--- src/rtl/divider_monitor.sv ---
// Period/lock/error checker for two divided clocks sampled in the clk domain.
// Each channel synchronises its input, measures rise-to-rise spacing and tracks lock.
`timescale 1ns/1ps
module divider_monitor #(
    parameter int CNT_W      = 16,
    parameter int EXP1       = 2,
    parameter int EXP2       = 4,
    parameter int LOCK_COUNT = 3,
    parameter int TIMEOUT    = 1024
) (
    input  logic             clk,
    input  logic             rst,
    input  logic             en,
    input  logic             clr_err,
    input  logic             y1,
    input  logic             y2,
    output logic [CNT_W-1:0] period1,
    output logic [CNT_W-1:0] period2,
    output logic             p1_valid,
    output logic             p2_valid,
    output logic             lock1,
    output logic             lock2,
    output logic             err1,
    output logic             err2
);
    typedef enum logic {IDLE, MEASURE} state_t;

    localparam int MW = $clog2(LOCK_COUNT + 1);
    localparam logic [MW:0]      LOCK_C = LOCK_COUNT[MW:0];
    localparam logic [CNT_W-1:0] TO_C   = TIMEOUT[CNT_W-1:0];

    generate
        for (genvar gi = 0; gi < 2; gi++) begin : g_ch
            localparam int EXP_I = (gi == 0) ? EXP1 : EXP2;
            localparam logic [CNT_W-1:0] EXP_C = EXP_I[CNT_W-1:0];

            logic             y_raw, y_q, y_qq, rise;
            state_t           state_reg, state_next;
            logic [CNT_W-1:0] cnt_reg, cnt_next;
            logic [CNT_W-1:0] period_reg, period_next;
            logic [MW-1:0]    match_reg, match_next;
            logic [MW:0]      match_inc;
            logic             lock_reg, lock_next;
            logic             err_reg, err_next, err_set;
            logic             valid_reg, valid_next;

            assign y_raw     = (gi == 0) ? y1 : y2;
            assign rise      = y_q & ~y_qq;
            assign match_inc = {1'b0, match_reg} + 1'b1;

            always_ff @(posedge clk or negedge rst) begin
                if (!rst) begin
                    y_q        <= 1'b0;
                    y_qq       <= 1'b0;
                    state_reg  <= IDLE;
                    cnt_reg    <= '0;
                    period_reg <= '0;
                    match_reg  <= '0;
                    lock_reg   <= 1'b0;
                    err_reg    <= 1'b0;
                    valid_reg  <= 1'b0;
                end else begin
                    y_q        <= y_raw;
                    y_qq       <= y_q;
                    state_reg  <= state_next;
                    cnt_reg    <= cnt_next;
                    period_reg <= period_next;
                    match_reg  <= match_next;
                    lock_reg   <= lock_next;
                    err_reg    <= err_next;
                    valid_reg  <= valid_next;
                end
            end

            always_comb begin
                state_next  = state_reg;
                cnt_next    = cnt_reg;
                period_next = period_reg;
                match_next  = match_reg;
                lock_next   = lock_reg;
                valid_next  = 1'b0;
                err_set     = 1'b0;
                if (!en) begin
                    state_next = IDLE;
                    cnt_next   = '0;
                    match_next = '0;
                    lock_next  = 1'b0;
                end else if (state_reg == IDLE) begin
                    cnt_next   = '0;
                    match_next = '0;
                    lock_next  = 1'b0;
                    // The first rise only arms the counter; no period exists yet.
                    if (rise) begin
                        state_next = MEASURE;
                        cnt_next   = CNT_W'(1);
                    end
                end else if (rise) begin
                    period_next = cnt_reg;
                    valid_next  = 1'b1;
                    cnt_next    = CNT_W'(1);
                    if (cnt_reg == EXP_C) begin
                        if (match_inc >= LOCK_C) begin
                            match_next = LOCK_C[MW-1:0];
                            lock_next  = 1'b1;
                        end else begin
                            match_next = match_inc[MW-1:0];
                        end
                    end else begin
                        match_next = '0;
                        lock_next  = 1'b0;
                        err_set    = 1'b1;
                    end
                end else if (cnt_reg == TO_C) begin
                    state_next = IDLE;
                    cnt_next   = '0;
                    match_next = '0;
                    lock_next  = 1'b0;
                    err_set    = 1'b1;
                end else begin
                    cnt_next = cnt_reg + 1'b1;
                end
                // A new error in the clearing cycle must not be lost.
                err_next = (err_reg & ~clr_err) | err_set;
            end
        end
    endgenerate

    assign period1  = g_ch[0].period_reg;
    assign period2  = g_ch[1].period_reg;
    assign p1_valid = g_ch[0].valid_reg;
    assign p2_valid = g_ch[1].valid_reg;
    assign lock1    = g_ch[0].lock_reg;
    assign lock2    = g_ch[1].lock_reg;
    assign err1     = g_ch[0].err_reg;
    assign err2     = g_ch[1].err_reg;
endmodule

--- config.mk ---
export PLATFORM = sky130hd
export DESIGN_NAME = divider_monitor
export DESIGN_NICKNAME = d
export VERILOG_FILES = /design/src/rtl/divider_monitor.sv
export SDC_FILE = /design/constraint.sdc
export NUM_CORES = 1
export LEC_CHECK = 0
export BUFFER_PORTS_ARGS = -buffer_cell sky130_fd_sc_hd__buf_2
export CAP_MARGIN = 20
export CORE_MARGIN = 8
export CORE_UTILIZATION = 52
export DETAILED_ROUTE_END_ITERATION = 8
export PLACE_DENSITY_LB_ADDON = 0.3
export SLEW_MARGIN = 20
export SYNTH_ARGS = -nofsm -noshare
export SYNTH_HDL_FRONTEND = slang
export SYNTH_SLANG_ARGS = --single-unit
--- constraint.sdc ---
create_clock -name clk -period 1.9 [get_ports clk]
set_clock_uncertainty 0.2 [all_clocks]
set_input_delay 0.19 -clock clk [delete_from_list [all_inputs] [get_ports clk]]
set_output_delay 0.19 -clock clk [all_outputs]
set_load 0.01 [all_outputs]
Yosys cells after proc, flatten, opt, wreduce, memory -nomap -nowiden

Index checks and enable logic that the tools add are counted.

Bits in registers: 80
Latch bits: 0
Bits in writable memories: 0
Bits in read-only memories: 0
Bits of input ports: 6
Output and inout port bits: 38
Memories kept: 0

Add/subtract/negate cells: 4
$mul: 0
Div/mod/pow operators: 0
Order comparisons: 2
Equal/unequal tests: 8
Shifts and indexed selects: 0
Mux-type cells: 58
Bitwise gates (word level): 9
Reductions and logical operators: 4

Operators with widths:

| operator                | number |
|---|---|
| $mux W16                | 8 |
| $mux W1                 | 38 |
| $add A16 B1 Y16 const B | 2 |
| $eq A16 B11 Y1 const B  | 2 |
| $mux W2                 | 12 |
| $eq A16 B2 Y1 const B   | 1 |
| $eq A16 B3 Y1 const B   | 1 |
| $ne A5 B4 Y1 const B    | 2 |
| $ne A4 B3 Y1 const B    | 2 |
| $add A2 B1 Y3 const B   | 2 |
| $ge A3 B2 Y1 const B    | 2 |
| $reduce_and A3 Y1       | 2 |
| $and A1 B1 Y1           | 4 |
| $reduce_and A2 Y1       | 2 |
| $not A1 Y1              | 3 |
| $or A1 B1 Y1            | 2 |

Logic depth before layout (Yosys ltp)

Gate-level depths: netlist of run 1.

Depth in word-level cells: 7
Depth in mapped cells: 8
Mapped depth without buffers: 6

Least setup slack after synthesis of run 1

No wires, ideal clock.

Path kind: flip-flop to flip-flop
Start point: reg g_ch[0].cnt_reg[0]
End point: reg g_ch[0].cnt_reg[7]
Arrival time: 1587 ps
Slack: -6 ps
Stages on the path, launching flop included: 9
Buffers on the path: 2
Period minus slack after synthesis: 1906 ps
Path through: dfrtp_1 -> inv_1 -> ha_1 -> nor4bb_1 -> nand4_1 -> nand2b_1 -> buf_2 -> buf_4 -> nor2_1

Cells in the longest elaborated chain, start to end: 5
Elaborated cells on any way between the ends: 6

RTL lines:

| item                                              | line     | text |
|---|---|---|
| start, declared                                   | 39       | `logic [CNT_W-1:0] cnt_reg, cnt_next;` |
| start signal, assigned                            | 66       | `cnt_reg <= cnt_next;` |
| $add A16 B1 Y16 or $eq A16 B11 Y1 (tied branches) | 120, 113 |  |
| $mux W16 (*)                                      | 113      | `end else if (cnt_reg == TO_C) begin` |
| $mux W16 (*)                                      | 97       | `end else if (rise) begin` |
| $mux W16 (*)                                      | 88       | `end else if (state_reg == IDLE) begin` |
| $mux W16 (*)                                      | 83       | `if (!en) begin` |
| via g_ch[0].cnt_next[7]                           | 39       |  |

Mark *: on every way through the listed nets, which the timed path passes. The rest lies on a longest branch.
A chain may end at the register's enable or synchronous reset.

Worst setup path after layout of run 1

Start point: reg g_ch[1].cnt_reg[0]
End point: reg g_ch[1].cnt_reg[14]

Cells in the longest elaborated chain, start to end: 5
Elaborated cells on any way between the ends: 6

RTL lines:

| item                                              | line |
|---|---|
| start, declared                                   | 39 |
| start signal, assigned                            | 66 |
| $add A16 B1 Y16 or $eq A16 B11 Y1 (tied branches) | 120, 113 |
| $mux W16 (*)                                      | 113 |
| $mux W16 (*)                                      | 97 |
| $mux W16 (*)                                      | 88 |
| $mux W16 (*)                                      | 83 |
| via g_ch[1].cnt_next[14]                          | 39 |

Marked as above.

==> impl_metrics.ini, run 1 <==
[placement]
place_congestion = 0.872
place_inst = 506
io_buffers = 43
hpwlAfterDp_um = 5600

[setup_path]
regToRegEndpoint = g_ch[1].cnt_reg[14]$_DFF_PN0_
crit_type = register to register
worstReg2RegStart = g_ch[1].cnt_reg[0]$_DFF_PN0_
cp.required_ns = 1.94
cp-end-kind = register
startpoint = g_ch[1].cnt_reg[0]$_DFF_PN0_
cp_slowest_stage_delay_ns = 0.39
critPathLaunchType = register
critPathSlowestCell = nor4_1
path_cells = buf_4 -> ha_1 -> nand4_1 -> nor4_1 -> xnor2_1 -> nor2_1
arrival_ns = 1.89
cp_max_fo = 4
ff2ff_path_depth = 6
rrSetupSlack_ns = 0.06
endpoint = g_ch[1].cnt_reg[14]$_DFF_PN0_

[finish]
drive_gt1_share_pct = 27.1
layout_commonest_cell = nand2_1
nets = 457
syn_to_final_growth_pct = 27.4
insertedDiodeCount = 0
fin_cells = 531
most-common-layout-cells = 88 x nand2_1, 80 x dfrtp_1, 44 x nor2_1
largest_reg_flops = 32

[clock_network]
clkLatencyLatePin_ns = 0.35
cts_root_buffer = clkbuf_8
cts.path.max_buffers = 2
cts_made_buffers = 9
clkSinkCount = 80
h-tree-depth = 3
cts_tree = built
clkTransAtPathRegs_ns = 0.08

[min_path]
hp-class = primary input to asynchronous set/reset pin

[grt]
antenna_found_initial = 0
use_met3_pct = 4.13
grt_use_total_pct = 16.8
busiest_layer = met2
met1_usage_pct = 21.8
grt_overflow = 0
grt_pass1_wl_um = 13200
grt_pass1_vias = 2791
grtUsageMet2_pct = 25.9
grt_max_degree = 34

[floorplanning]
die-area_um2 = 9640
chipHeight_um = 98.2
core_um2 = 6680
die_x_um = 98.2
start_util_pct = 52.5
io_pins = 44
rows = 30

[logic_synthesis]
synthesis.nets = 377
yosys_warnings = 0
syn_avg_cell_area_um2 = 9.59
ys_ff_latch = 80
syn-cell-area_um2 = 3510
synth.distinct_cells = 35
seq_area_frac_synth_pct = 57.0
netlist_instances = 366

[routing]
first_pass_iters = 4
ant_nets = 0
via_per_inst = 5.32
drc = 0
wl_per_cell_um = 15.0
wirelength_um = 7960
drt_iter0_markers = 144
vias = 2824

[timing]
maxSlewHeadroom_pct = 69.2
rsz0062_at_grt = yes
setup_violations = 0
hold_violations = 0
fmax_mhz = 543
setup_tns_ns = 0
finalCritPeriodShare_pct = 96.9
fin_crit_ns = 1.84
worstMarginPinSlew_ns = 0.462
slew_viol_final = 0

[outcome]
status = complete, no violations

[power]
leakage_uw = 0.00215
ir_worst_vdd_v = 0.000378
powerDensity_nw_per_um2 = 768

[job]
drv_cap = 0
logic make-up (layout without fill, tap and decap cells):
family | after synthesis | in the layout | share of synthesized area (%)
adders and majority gates | 5 | 5 | 1.78
buffers and inverters | 34 | 119 | 4.13
and+or+nand+nor | 197 | 197 | 26.0
AOI/OAI and AO/OA | 23 | 23 | 4.31
DFF | 80 | 80 | 57.0
xor gates and xnor gates | 27 | 27 | 6.74
where the power goes:
group	internal (uW)	total (uW)	switching, uW
logic	56.7	145	88.1
clock network	943	1560	613
registers	1720	1730	12.4
total	2720	3430	714
worst max-delay path, delay by kind of cell (launching register included):
family | cells | cell delay (ns)
flip-flops | 1 | 0.37
buffers and inverters | 1 | 0.13
adder cells (fa/ha/maj) | 1 | 0.23
XOR/XNOR | 1 | 0.16
AND/OR/NAND/NOR | 3 | 0.65
metrics by stage:
step           total power [uW]  setup WS [ns]  instance area [um^2]  hold slack (ns)  util [%]
2_1_floorplan              1820         0.0303                  3510           -0.306         -
3_3_place_gp               1900         0.0865                  4030          -0.0658      60.3
3_5_place_dp               1900        -0.0224                  4030          -0.0599      60.3
4_1_cts                    3470         0.0240                  4360           0.0959      65.2
5_1_grt                    3560        -0.0506                  4470            0.127      66.9
6_report                   3430         0.0581                  4470           0.0943      66.9
timing repair:
item / in CTS / in global routing
setup buffers: 0 / 4
resized for setup: 4 / 18
endpoints found under the setup margin: 3 / 35
hold buffers: 5 / 0
gates cloned: 0 / 0
pin swaps: 0 / 3
hold endpoints to repair: 88 / 0
cell type report:
type,count,area [um^2]
fill,539,2210
sequential,80,2000
timing repair buffer,86,582
tap,80,100
inverter,17,63.8
clock inverter,5,103
clock buffer,11,151
multi-input combinational,252,1470
how the worst min path moves through the flow:
stage	depth (start not counted)	slack (ns)	end
floorplan	0	-0.31	err1$_DFF_PN0_
global placement	1	-0.07	period2[5]$_DFFE_PN0P_
detailed placement	1	-0.06	period2[6]$_DFFE_PN0P_
CTS	2	0.1	period2[6]$_DFFE_PN0P_
global route	2	0.13	period2[6]$_DFFE_PN0P_
finish	2	0.09	period2[6]$_DFFE_PN0P_
cells in the mapped netlist, drive strengths merged:
master   n  share of area [%]
nor4b    3               0.75
o31ai    1               0.21
o22ai    2               0.36
inv     17                1.8
nor2    44                4.7
xnor2   24                6.0
o221ai   2               0.50
or2      4               0.71
a21boi   2               0.43
nor3     8                1.1
a221oi   4                1.0
xor2     3               0.75
nor3b    1               0.21
nand2b   4               0.71
dfrtp   80                 57
buf      7                1.2
nor4bb   1               0.29
nand3   16                2.4
ha       5                1.8
clkbuf  10                1.1
a21oi    3               0.53
or4      1               0.32
nand4   11                2.3
nor4    12                2.3
o21ai    9                1.3
nand2   88                9.4
nor2b    4               0.71
per-layer routing:
layer / up-vias / part of all wire (%)
li1: 1368 / -
met1: 1364 / 45
met2: 76 / 47
met3: 16 / 5.7
met4: 0 / 1.9
met5: - / 0
(Power assumes the default switching activity.)
==> inputs of run 2 (changes only) <==
--- a/config.mk
+++ b/config.mk
@@ -9,7 +9,9 @@
 export CAP_MARGIN = 20
 export CORE_MARGIN = 8
 export CORE_UTILIZATION = 52
+export CTS_BUF_LIST = sky130_fd_sc_hd__clkbuf_16
 export DETAILED_ROUTE_END_ITERATION = 8
+export MAX_ROUTING_LAYER = met4
 export PLACE_DENSITY_LB_ADDON = 0.3
 export SLEW_MARGIN = 20
 export SYNTH_ARGS = -nofsm -noshare
==> impl_metrics.ini, run 2 (same netlist as run 1, synthesis figures left out) <==
[power]
swShare_pct = 19.7
intPower_uw = 3050
powerDensity_nw_per_um2 = 842
leakage_uw = 0.00217
p_sw_uw = 750
ir_worst_vdd_v = 0.000469
pwr-share-seq_pct = 45.7
finalPower_uw = 3800
p_comb_share_pct = 3.8
clkPwrFrac_pct = 50.5

[grt]
grt_overflow = 0
grt_pass1_wl_um = 13400
grt_pass1_vias = 2809
antenna_found_initial = 0
grt_use_total_pct = 17.4
grt_max_degree = 34

[placement]
hpwlAfterDp_um = 5600
place_congestion = 0.886
pre_cts_ws_ns = -0.0224
io_buffers = 43

[timing]
rsz0062_at_grt = yes
maxSlewHeadroom_pct = 67.7
hold_violations = 0
fmax_mhz = 534
finalCritPeriodShare_pct = 98.6
fin_crit_ns = 1.87
setup_ws_ns = 0.0262
worstMarginPinSlew_ns = 0.485
slew_viol_final = 0
setup_violations = 0

[clock_network]
clkSinkCount = 80
cts_root_buffer = clkbuf_16
clkLatencyLatePin_ns = 0.33
cts_made_buffers = 9
clkTransAtPathRegs_ns = 0.06
cts.path.max_buffers = 2
cts_tree = built
h-tree-depth = 3

[finish]
layout_commonest_cell = nand2_1
largest_reg_flops = 32
syn_to_final_growth_pct = 28.7
nets = 456
most-common-layout-cells = 88 x nand2_1, 80 x dfrtp_1, 44 x nor2_1
insertedDiodeCount = 0
drive_gt1_share_pct = 25.8

[setup_path]
cp_top_family = simple AND/OR/NAND/NOR gates
path_cells = inv_1 -> ha_1 -> nor4b_2 -> nand4_1 -> or2_4 -> a221oi_2
cp.required_ns = 1.93
crit_buf_inv = 1
crit_type = register to register
cp_max_fo = 3
cp-end-kind = register
critPathLaunchType = register
arrival_ns = 1.90
cp_slowest_stage_delay_ns = 0.38
critPathSlowestCell = dfrtp_1

[floorplanning]
chipHeight_um = 98.2
rows = 30
core_um2 = 6680
io_pins = 44
die-area_um2 = 9640
start_util_pct = 52.5
die_x_um = 98.2

[routing]
first_pass_iters = 5
wirelength_um = 7910
wl_per_cell_um = 14.9
drc = 0
vias = 2828
ant_nets = 0
via_per_inst = 5.34
drt_iter0_markers = 182

[outcome]
status = complete, no violations

[min_path]
hp-class = primary input to asynchronous set/reset pin

[job]
drv_cap = 0
run 2: cell types whose count changed in the layout (fill, tap and decap cells not counted), sizes merged:
cell / before / now
clkinv: 1 / 3
clkbuf: 11 / 9
buf: 81 / 80
run 2: power by group through the flow:
stage / combinational (uW) / sequential [uW] / clock (uW)
2_1_floorplan: 45.9 / 1770 / 0
3_3_place_gp: 130 / 1770 / 0
3_5_place_dp: 134 / 1770 / 0
4_1_cts: 142 / 1740 / 1960
5_1_grt: 163 / 1740 / 2040
6_report: 144 / 1740 / 1920
run 2: area by class of cell:
type                    instances  area, um^2
repair buffers                 85         571
multi-input cells             252        1450
inverters                      17        63.8
flip-flops and latches         80        2000
clock buffers                   9         225
well taps                      80         100
clock inverters                 7         110
fillers                       531        2160
run 2: path summary, 6_finish.rpt:
kind / cells after the start / end / from / slack, ns
worst min register to register: 0 / g_ch[0].y_qq$_DFF_PN0_ / g_ch[0].y_q$_DFF_PN0_ / 0.20
max in group asynchronous: 3 / lock1$_DFFE_PN0P_ / rst / 0.77
worst min-delay path: 2 / period2[5]$_DFFE_PN0P_ / rst / 0.12
min in group clk: 0 / g_ch[0].y_qq$_DFF_PN0_ / g_ch[0].y_q$_DFF_PN0_ / 0.20
worst max-delay path: 6 / lock1$_DFFE_PN0P_ / g_ch[0].cnt_reg[0]$_DFF_PN0_ / 0.03
worst max register to register: 6 / lock1$_DFFE_PN0P_ / g_ch[0].cnt_reg[0]$_DFF_PN0_ / 0.03
run 2: metal layers:
| metal | wire length, um | vias to the layer above | global-route usage (%) |
|---|---|---|---|
| li1 | - | 1366 | - |
| met2 | 3690 | 88 | 26.1 |
| met3 | 440 | 15 | 3.77 |
| met4 | 128 | 0 | 7.20 |
| met1 | 3650 | 1359 | 22.5 |
| met5 | 0 | - | - |
run 2: stage by stage:
step	util [%]	hold slack (ns)	setup TNS [ns]	std cells	instance area (um^2)
3_3_place_gp	60.3	-0.0658	0	506	4030
6_report	67.6	0.124	0	530	4520
3_5_place_dp	60.3	-0.0599	-0.0246	506	4030
5_1_grt	67.6	0.166	-0.278	530	4520
4_1_cts	66.3	0.133	0	527	4430
2_1_floorplan	-	-0.306	0	366	3510
run 2: worst register-to-register path, stage by stage, from the launching register on:
cell      delay (ns)
dfrtp_1         0.38
inv_1           0.10
ha_1            0.15
nor4b_2         0.20
nand4_1         0.18
or2_4           0.31
a221oi_2        0.27
run 2: what timing repair did:
action | CTS | global route
pin swaps | 0 | 2
setup buffers | 0 | 3
endpoints found under the hold margin | 68 | 0
setup endpoints to repair | 2 | 37
hold buffers | 5 | 0
gates resized for setup | 3 | 14
==> inputs of run 3 (changes only) <==
--- a/config.mk
+++ b/config.mk
@@ -7,8 +7,10 @@
 export LEC_CHECK = 0
 export BUFFER_PORTS_ARGS = -buffer_cell sky130_fd_sc_hd__buf_2
 export CAP_MARGIN = 20
+export CELL_PAD_IN_SITES_DETAIL_PLACEMENT = 1
+export CELL_PAD_IN_SITES_GLOBAL_PLACEMENT = 2
 export CORE_MARGIN = 8
-export CORE_UTILIZATION = 52
+export CORE_UTILIZATION = 32
 export CTS_BUF_LIST = sky130_fd_sc_hd__clkbuf_16
 export DETAILED_ROUTE_END_ITERATION = 8
 export MAX_ROUTING_LAYER = met4
==> impl_metrics.ini, run 3 (same netlist as run 1, synthesis figures left out) <==
[grt]
grt_max_degree = 30
grt_use_total_pct = 14.1
grt_pass1_vias = 3133
antenna_found_initial = 0
grt_overflow = 0
grt_pass1_wl_um = 15800

[clock_network]
cts_root_buffer = clkbuf_16
clkSinkCount = 80
post_cts_buffers = 0
clkTransAtPathRegs_ns = 0.06
cts.path.max_buffers = 2
clkLatencyLatePin_ns = 0.34
h-tree-depth = 3
cts_tree = built
cts_made_buffers = 9

[setup_path]
ff2ff_path_depth = 5
rrSetupSlack_ns = 0.04
arrival_ns = 1.90
cp-end-kind = register
startpoint = g_ch[0].cnt_reg[14]$_DFF_PN0_
cp_max_fo = 3
worstReg2RegStart = g_ch[0].cnt_reg[14]$_DFF_PN0_
crit_type = register to register
regToRegEndpoint = lock1$_DFFE_PN0P_
cp.required_ns = 1.95
critPathLaunchType = register

[placement]
place_congestion = 0.796
dpl_cell_area_um2 = 4210
hpwlAfterDp_um = 6580
pre_cts_ws_ns = -0.0652
io_buffers = 43

[finish]
multiInputGateArea_um2 = 1500
fin_area_um2 = 4730
regArea_um2 = 2010
syn_to_final_growth_pct = 34.6
drive_gt1_share_pct = 29.4
fill_cells = 1233
most-common-layout-cells = 88 x nand2_1, 77 x dfrtp_1, 44 x buf_4
largest_reg_flops = 32
layout_commonest_cell = nand2_1
nets = 468
insertedDiodeCount = 0

[power]
intPower_uw = 2920
finalPower_uw = 3720
swShare_pct = 21.5
p_sw_uw = 802
p_comb_share_pct = 4.1
clkPwrFrac_pct = 49.3
powerDensity_nw_per_um2 = 788
pwr-share-seq_pct = 46.6
ir_worst_vdd_v = 0.000478
leakage_uw = 0.00223

[floorplanning]
die-area_um2 = 14600
die_x_um = 121
chipHeight_um = 121
core_um2 = 10800
io_pins = 44
start_util_pct = 32.5
rows = 38

[timing]
worstMarginPinSlew_ns = 0.442
hold_violations = 0
maxSlewHeadroom_pct = 70.5
fin_crit_ns = 1.86
setup_ws_ns = 0.0413
slew_viol_final = 0
finalCritPeriodShare_pct = 97.8
rsz0062_at_grt = yes
setup_violations = 0
fmax_mhz = 538

[routing]
drc = 0
vias = 2845
ant_nets = 0
wirelength_um = 9420
first_pass_iters = 4
via_per_inst = 4.73
wl_per_cell_um = 15.7
drt_iter0_markers = 96

[outcome]
status = complete, no violations

[job]
drv_cap = 0

[min_path]
hp-class = primary input to asynchronous set/reset pin
[run 3: power groups by stage]
| stage | clock, uW | combinational [uW] | sequential, uW |
|---|---|---|---|
| 3_3_place_gp | 0 | 140 | 1770 |
| 5_1_grt | 1960 | 175 | 1740 |
| 3_5_place_dp | 0 | 144 | 1770 |
| 4_1_cts | 1890 | 152 | 1740 |
| 6_report | 1830 | 153 | 1740 |
| 2_1_floorplan | 0 | 45.9 | 1770 |
[run 3: worst max-delay path, stage by stage (launching register included)]
cell and delay [ns]:
dfrtp_1 0.41, nor4_4 0.29, buf_4 0.16, nand4_1 0.15, or2_4 0.31, a221oi_2 0.24
[run 3: worst max path at each step]
stage	endpoint	slack, ns
4_1_cts	lock1$_DFFE_PN0P_	-0.004
2_1_floorplan	g_ch[0].cnt_reg[7]$_DFF_PN0_	0.03
3_5_place_dp	lock1$_DFFE_PN0P_	-0.07
6_report	lock1$_DFFE_PN0P_	0.04
3_3_place_gp	lock1$_DFFE_PN0P_	-0.01
5_1_grt	lock1$_DFFE_PN0P_	-0.07
[run 3: what timing repair did]
item / in CTS / in global routing
pin swaps: 0 / 9
setup endpoints to repair: 4 / 36
gates resized for setup: 4 / 29
cloned: 0 / 1
endpoints found under the hold margin: 88 / 0
hold buffers: 5 / 0
[run 3: per-layer routing]
metal | global-route usage (%) | wire length, um
met3 | 3.08 | 250
met2 | 23.3 | 4810
met5 | - | 0
met1 | 16.4 | 4200
met4 | 5.85 | 162
[run 3: metrics by stage]
step | utilization, % | hold slack (ns) | instances | TNS, ns
3_3_place_gp | 39.0 | -0.0370 | 580 | -0.0139
6_report | 43.8 | 0.150 | 602 | 0
4_1_cts | 42.6 | 0.161 | 601 | -0.00415
5_1_grt | 43.8 | 0.200 | 602 | -0.208
2_1_floorplan | - | -0.306 | 366 | 0
3_5_place_dp | 39.0 | -0.0317 | 580 | -0.121
[run 3: cell type report]
class	count	share of cell area (%)
clock buffer	9	4.76
clock inverter	7	1.83
inverter	17	1.35
multi-input combinational	252	31.6
sequential	80	42.4
tap	140	3.71
timing repair buffer	97	14.3
